--- config.mk ---
export PLATFORM = sky130hd
export DESIGN_NAME = matrix_op_sequencer
export DESIGN_NICKNAME = d
export VERILOG_FILES = /design/src/rtl/matrix_pkg.sv /design/src/rtl/matrix_row_packer.sv /design/src/rtl/matrix_op_sequencer.sv
export SDC_FILE = /design/constraint.sdc
export NUM_CORES = 2
export LEC_CHECK = 0
export CAP_MARGIN = 20
export CORE_AREA = 8 8 285 287
export CTS_CLUSTER_SIZE = 8
export DETAILED_ROUTE_END_ITERATION = 8
export DIE_AREA = 0 0 293 295
export PLACE_DENSITY = 0.6
export SLEW_MARGIN = 15
export SYNTH_ARGS = -nofsm -noshare
export SYNTH_HDL_FRONTEND = slang
export SYNTH_SLANG_ARGS = --single-unit
--- constraint.sdc ---
create_clock -name clk -period 7.6 [get_ports clk]
set_input_delay 0.76 -clock clk [delete_from_list [all_inputs] [get_ports clk]]
set_output_delay 0.76 -clock clk [all_outputs]
set_load 0.01 [all_outputs]
--- src/rtl/matrix_pkg.sv ---
// Shared types and constants for the 5x5 8-bit matrix ULA sequencer.
package matrix_pkg;

    localparam int ROW_W = 40;
    localparam int MAT_W = 200;
    localparam int ROWS  = 5;

    localparam logic [3:0] OP_SOMA = 4'd1;

    typedef enum logic [2:0] {
        IDLE,
        LOAD,
        WAIT_RD,
        EXEC,
        STORE,
        RESP
    } state_t;

    // Opcode and scalar travel together from command capture to the ULA.
    typedef struct packed {
        logic [3:0] opcode;
        logic [7:0] escalar;
    } ula_cmd_t;

    // Load index 0..4 selects an A row, 5..9 selects a B row; fold to 0..4.
    function automatic logic [2:0] row_sel(input logic [3:0] idx);
        logic [3:0] r;
        r = (idx < 4'(ROWS)) ? idx : idx - 4'(ROWS);
        return r[2:0];
    endfunction

endpackage

--- src/rtl/matrix_row_packer.sv ---
// Five-row capture register; one row written per cycle by index.
module matrix_row_packer
    import matrix_pkg::*;
(
    input  logic             clk,
    input  logic             rst,
    input  logic             wr_en,
    input  logic [2:0]       row_idx,
    input  logic [ROW_W-1:0] row_data,
    output logic [MAT_W-1:0] mat
);

    logic [ROWS-1:0][ROW_W-1:0] rows_q;

    for (genvar r = 0; r < ROWS; r++) begin : g_row
        // Each row loads only when its index is selected.
        always_ff @(posedge clk) begin
            if (rst)
                rows_q[r] <= '0;
            else if (wr_en && row_idx == 3'(r))
                rows_q[r] <= row_data;
        end
    end

    assign mat = rows_q;

endmodule

--- src/rtl/matrix_op_sequencer.sv ---
// Fetches A and B from the row RAM, drives the ULA handshake, writes the
// result back row by row. One operation in flight.
module matrix_op_sequencer
    import matrix_pkg::*;
#(
    parameter int AW      = 8,
    parameter int TIMEOUT = 64
) (
    input  logic             clk,
    input  logic             rst,
    input  logic             cmd_valid,
    output logic             cmd_ready,
    input  logic [3:0]       cmd_opcode,
    input  logic [7:0]       cmd_escalar,
    input  logic [AW-1:0]    cmd_addr_a,
    input  logic [AW-1:0]    cmd_addr_b,
    input  logic [AW-1:0]    cmd_addr_r,
    output logic [AW-1:0]    mem_addr,
    output logic             mem_rd_en,
    input  logic [ROW_W-1:0] mem_rdata,
    output logic             mem_wr_en,
    output logic [ROW_W-1:0] mem_wdata,
    output logic             ula_start,
    output logic [3:0]       ula_opcode,
    output logic [7:0]       ula_escalar,
    output logic [MAT_W-1:0] ula_matriz_a,
    output logic [MAT_W-1:0] ula_matriz_b,
    input  logic [MAT_W-1:0] ula_result,
    input  logic             ula_done,
    output logic             busy,
    output logic             done_pulse,
    output logic             err
);

    localparam int TW = $clog2(TIMEOUT + 1);
    localparam logic [3:0] LOAD_LAST  = 4'(2 * ROWS - 1);
    localparam logic [3:0] STORE_LAST = 4'(ROWS - 1);

    state_t                     state_q, state_d;
    logic [3:0]                 cnt_q;
    logic [TW-1:0]              tcnt_q;
    ula_cmd_t                   cmd_q;
    logic [AW-1:0]              addr_a_q, addr_b_q, addr_r_q;
    logic [ROWS-1:0][ROW_W-1:0] res_q;
    logic                       err_q;
    logic                       ready_q;
    logic                       rd_vld_q;
    logic [3:0]                 rd_idx_q;
    logic                       accept;
    logic                       tmo_hit;

    assign accept  = cmd_valid && ready_q;
    assign tmo_hit = (tcnt_q == TW'(TIMEOUT - 1));

    // Next-state decode.
    always_comb begin
        state_d = state_q;
        case (state_q)
            IDLE:    if (accept) state_d = LOAD;
            LOAD:    if (cnt_q == LOAD_LAST) state_d = WAIT_RD;
            WAIT_RD: if (!ula_done) state_d = EXEC;
            EXEC: begin
                if (ula_done)     state_d = STORE;
                else if (tmo_hit) state_d = RESP;
            end
            STORE:   if (cnt_q == STORE_LAST) state_d = RESP;
            RESP:    state_d = IDLE;
            default: state_d = IDLE;
        endcase
    end

    // Outputs decoded from the state register only, so strobes are glitch-free.
    always_comb begin
        mem_rd_en  = (state_q == LOAD);
        mem_wr_en  = (state_q == STORE);
        ula_start  = (state_q == EXEC);
        busy       = (state_q != IDLE);
        done_pulse = (state_q == RESP);
        mem_addr   = '0;
        mem_wdata  = '0;
        if (state_q == LOAD) begin
            if (cnt_q < 4'(ROWS))
                mem_addr = addr_a_q + AW'(cnt_q);
            else
                mem_addr = addr_b_q + AW'(cnt_q - 4'(ROWS));
        end else if (state_q == STORE) begin
            mem_addr  = addr_r_q + AW'(cnt_q);
            mem_wdata = res_q[cnt_q[2:0]];
        end
    end

    // State register.
    always_ff @(posedge clk) begin
        if (rst) state_q <= IDLE;
        else     state_q <= state_d;
    end

    // Ready is registered so it stays low through reset and rises one cycle later.
    always_ff @(posedge clk) begin
        if (rst) ready_q <= 1'b0;
        else     ready_q <= (state_d == IDLE);
    end

    // Row counter for LOAD (0..9) and STORE (0..4); restarts on every state change.
    always_ff @(posedge clk) begin
        if (rst)
            cnt_q <= '0;
        else if ((state_q == LOAD || state_q == STORE) && state_d == state_q)
            cnt_q <= cnt_q + 4'd1;
        else
            cnt_q <= '0;
    end

    // Cycles spent waiting in EXEC.
    always_ff @(posedge clk) begin
        if (rst)                 tcnt_q <= '0;
        else if (state_q == EXEC) tcnt_q <= tcnt_q + TW'(1);
        else                     tcnt_q <= '0;
    end

    // Command capture on handshake; held until the next command.
    always_ff @(posedge clk) begin
        if (rst) begin
            cmd_q    <= '0;
            addr_a_q <= '0;
            addr_b_q <= '0;
            addr_r_q <= '0;
        end else if (accept) begin
            cmd_q    <= '{opcode: cmd_opcode, escalar: cmd_escalar};
            addr_a_q <= cmd_addr_a;
            addr_b_q <= cmd_addr_b;
            addr_r_q <= cmd_addr_r;
        end
    end

    // Read-data valid one cycle after the strobe, with the row index it belongs to.
    always_ff @(posedge clk) begin
        if (rst) begin
            rd_vld_q <= 1'b0;
            rd_idx_q <= '0;
        end else begin
            rd_vld_q <= mem_rd_en;
            rd_idx_q <= cnt_q;
        end
    end

    // Result latched on the done handshake.
    always_ff @(posedge clk) begin
        if (rst)
            res_q <= '0;
        else if (state_q == EXEC && ula_done)
            res_q <= ula_result;
    end

    // Sticky timeout flag, cleared by the next accepted command.
    always_ff @(posedge clk) begin
        if (rst)
            err_q <= 1'b0;
        else if (accept)
            err_q <= 1'b0;
        else if (state_q == EXEC && !ula_done && tmo_hit)
            err_q <= 1'b1;
    end

    matrix_row_packer u_pack_a (
        .clk      (clk),
        .rst      (rst),
        .wr_en    (rd_vld_q && rd_idx_q < 4'(ROWS)),
        .row_idx  (row_sel(rd_idx_q)),
        .row_data (mem_rdata),
        .mat      (ula_matriz_a)
    );

    matrix_row_packer u_pack_b (
        .clk      (clk),
        .rst      (rst),
        .wr_en    (rd_vld_q && rd_idx_q >= 4'(ROWS)),
        .row_idx  (row_sel(rd_idx_q)),
        .row_data (mem_rdata),
        .mat      (ula_matriz_b)
    );

    assign ula_opcode  = cmd_q.opcode;
    assign ula_escalar = cmd_q.escalar;
    assign cmd_ready   = ready_q;
    assign err         = err_q;

endmodule

==> impl_metrics.env <==
export IMPL_status="complete, no violations"
export IMPL_synthFlopType="dfxtp_1"
export IMPL_io_pins=747
export IMPL_required_ns=6.84
export IMPL_dp_cells=4361
export IMPL_netlist_top_cells_count="657 x dfxtp_1, 564 x nand2_1, 422 x nor2_1"
export IMPL_tns_ns=0
export IMPL_wl_per_cell_um=21.10
export IMPL_maxCapViolCount=0
export IMPL_cts_tree="built"
export IMPL_final_nets=3720
export IMPL_ir_drop_uv=169.5
export IMPL_tightest_slew_ns=1.084
export IMPL_initial_core_util_pct=33.45
export IMPL_endpoint_kind="primary output"
export IMPL_cp_start_kind="flop"
export IMPL_cts_resized=0
export IMPL_ys_ff_latch=657
export IMPL_post_cts_buffers=0
export IMPL_fin_util_pct=47.08
export IMPL_fillers=7521
export IMPL_synth_yosys_seq_area_share_pct=51.27
export IMPL_synth_area_leaders="dfxtp_1 51%, mux2i_1 14%, nand2_1 8.3%"
export IMPL_cp_cell_sequence="buf_4 > o21ai_0 > xor2_1 > ha_1 > nand4_1 > a21oi_1 > and3b_1 > xnor2_1 > o311ai_0 > clkdlybuf4s50_1"
export IMPL_min_period_over_period_pct=63.03
export IMPL_total_power_mw=7.566
export IMPL_post_place_ws_ns=3.420
export IMPL_place_area_mm2=0.03357
export IMPL_fin_worst_skew_ns=0.03718
export IMPL_drc=0
export IMPL_synth_largest_area_cell="dfxtp_1"
export IMPL_synth_edff_count=0
export IMPL_crit_path_top_delay_cell="clkdlybuf4s50_1"
export IMPL_synthCells=2790
export IMPL_synth_top_cell_area_share_pct=51.27
export IMPL_postSynthAreaPerCell_um2=9.195
export IMPL_multi_input_area_mm2=0.01136
export IMPL_die_h_um=295
export IMPL_rsz0062_at_grt="no"
export IMPL_final_max_slew_viol_count=0
export IMPL_critPathMaxStageDelay_ns=0.63
export IMPL_async_flop_share_pct=0
export IMPL_vias=21560
export IMPL_ctsLongestPathBuffers=3
export IMPL_whs_ns=0.4459
export IMPL_synth_area_mm2=0.02565
export IMPL_setup_viol=0
export IMPL_ys_warn_count=0
export IMPL_port_buffers=746
export IMPL_finalHoldViolCount=0
export IMPL_path_delay_family="buffers and inverters"
export IMPL_crit_type="flop to primary output"
export IMPL_final_cell_area_mm2=0.03611
export IMPL_die_w_um=293
export IMPL_hold_class="flop to flop"
export IMPL_grt_antenna_before_repair=17
export IMPL_fin_ws_ns=2.809
export IMPL_num_rows=102
export IMPL_reg2reg_slack_ns=4.53
export IMPL_synth_most_common_cell="dfxtp_1"
export IMPL_area_delta_synth_final_pct=40.76
export IMPL_leakage_nw=12.96
export IMPL_ctsRootBufferMaster="clkbuf_16"
export IMPL_drive_gt1_share_pct=5.401
export IMPL_grt_ovfl_total=0
export IMPL_clk_pin_slew_worst_paths_ns=0.05
export IMPL_drtIter0Drc=1146
export IMPL_fin_crit_ns=4.791
export IMPL_slew_headroom_pct=27.74
export IMPL_grt_first_pass_wirelength_um=137600
export IMPL_cp_max_fo=47
export IMPL_grt_pass1_vias=20890
export IMPL_track_usage_pct=20.71
export IMPL_firstDrtPassIters=5
export IMPL_wirelength_um=94340
export IMPL_ys_types=55
export IMPL_htreeDepth=3
export IMPL_seq_area_mm2=0.01316
export IMPL_dpl_hpwl_um=65850
export IMPL_hold_buffers=0
export IMPL_fin_cells=4470
export IMPL_dieArea_mm2=0.08644
export IMPL_syn_num_nets=3095
export IMPL_grt_start_max_net_pins=201
export IMPL_fmax_mhz=208.7
export IMPL_place_congestion=0.8238
export IMPL_final_antenna_net_count=0
export IMPL_vias_per_cell=4.824
export IMPL_clock_latency_ns=0.64
export IMPL_core_mm2=0.07670
export IMPL_arrival_ns=4.03
export IMPL_crit_buf_inv=2
export IMPL_cts_num_sinks=657
export IMPL_cts_inserted_buffers=92
export IMPL_power_density_mw_per_mm2=209.5
==> layout make-up <==
| type | instances | share of cell area, % |
|---|---|---|
| sequential | 657 | 36.44 |
| tap | 1040 | 3.604 |
| clock buffer | 96 | 6.417 |
| inverter | 17 | 0.1767 |
| clock inverter | 8 | 0.5787 |
| timing repair buffer | 770 | 21.30 |
| multi-input combinational | 1877 | 31.46 |
| antenna | 5 | 0.03465 |
==> kinds of logic after synthesis <==
| logic type | Yosys count | share of synthesized area [%] |
|---|---|---|
| flops | 657 | 51.27 |
| simple gates | 1037 | 15.67 |
| fa+ha+maj | 25 | 1.307 |
| buf+inv | 256 | 4.868 |
| compound gates | 396 | 8.672 |
| mux | 402 | 17.64 |
| xor+xnor | 17 | 0.5804 |
==> worst paths after layout <==
kind | depth (start not counted) | endpoint | start
setup reg to reg | 8 | u_pack_b.mat[124] | rd_idx_q[0]
hold / removal | 1 | tcnt_q[0] | tcnt_q[0]
setup / recovery | 10 | mem_addr[7] | cnt_q[1]
hold reg to reg | 1 | tcnt_q[0] | tcnt_q[0]
==> routing by layer <==
layer | GRT usage, % | vias up | share of wire [%]
li1 | - | 10490 | -
met1 | 24.74 | 10200 | 41
met2 | 34.17 | 710 | 46
met3 | 7.919 | 148 | 9.6
met4 | 6.829 | 22 | 3.2
met5 | 0 | - | 0.15
==> worst register-to-register path, cell delays in order (launching register included) <==
cell and delay, ns:
dfxtp_1 0.47, inv_2 0.10, ha_1 0.27, nand2b_1 0.21
a211oi_1 0.52, o21ba_4 0.22, buf_4 0.71, mux2i_1 0.35
nor2_1 0.06
==> sequential cells by signal, indices dropped and copies added (netlist names), 3 cells and up <==
signal	cells
rd_idx_q	4
addr_a_q	8
addr_r_q	8
addr_b_q	8
cnt_q	4
u_pack_b.mat	200
ula_escalar	8
res_q	200
tcnt_q	7
ula_opcode	4
state_q	3
u_pack_a.mat	200
==> power breakdown <==
part / switching (mW) / total [mW] / internal, mW
Combinational: 0.203 / 0.392 / 0.189
Clock: 1.50 / 3.69 / 2.19
Sequential: 0.0127 / 3.48 / 3.47
Total: 1.72 / 7.57 / 5.85
==> placed cells by master, fill, tap and decap left out, types with 5 or more instances in the layout <==
cell type,instances
xor2_1,7
nand4_1,5
nand3_1,8
dfxtp_1,655
clkinv_16,5
inv_1,14
a21o_1,5
a22oi_1,42
mux4_2,40
nor3_1,7
clkbuf_16,92
or3_1,5
ha_1,22
xnor2_1,10
diode_2,5
a211oi_1,7
nor2_1,422
clkdlybuf4s50_1,745
mux2i_1,362
o21ai_0,15
a21oi_1,293
nor2b_1,5
nand2_1,562
buf_4,21
No activity file was read; power rests on OpenSTA's default activity.
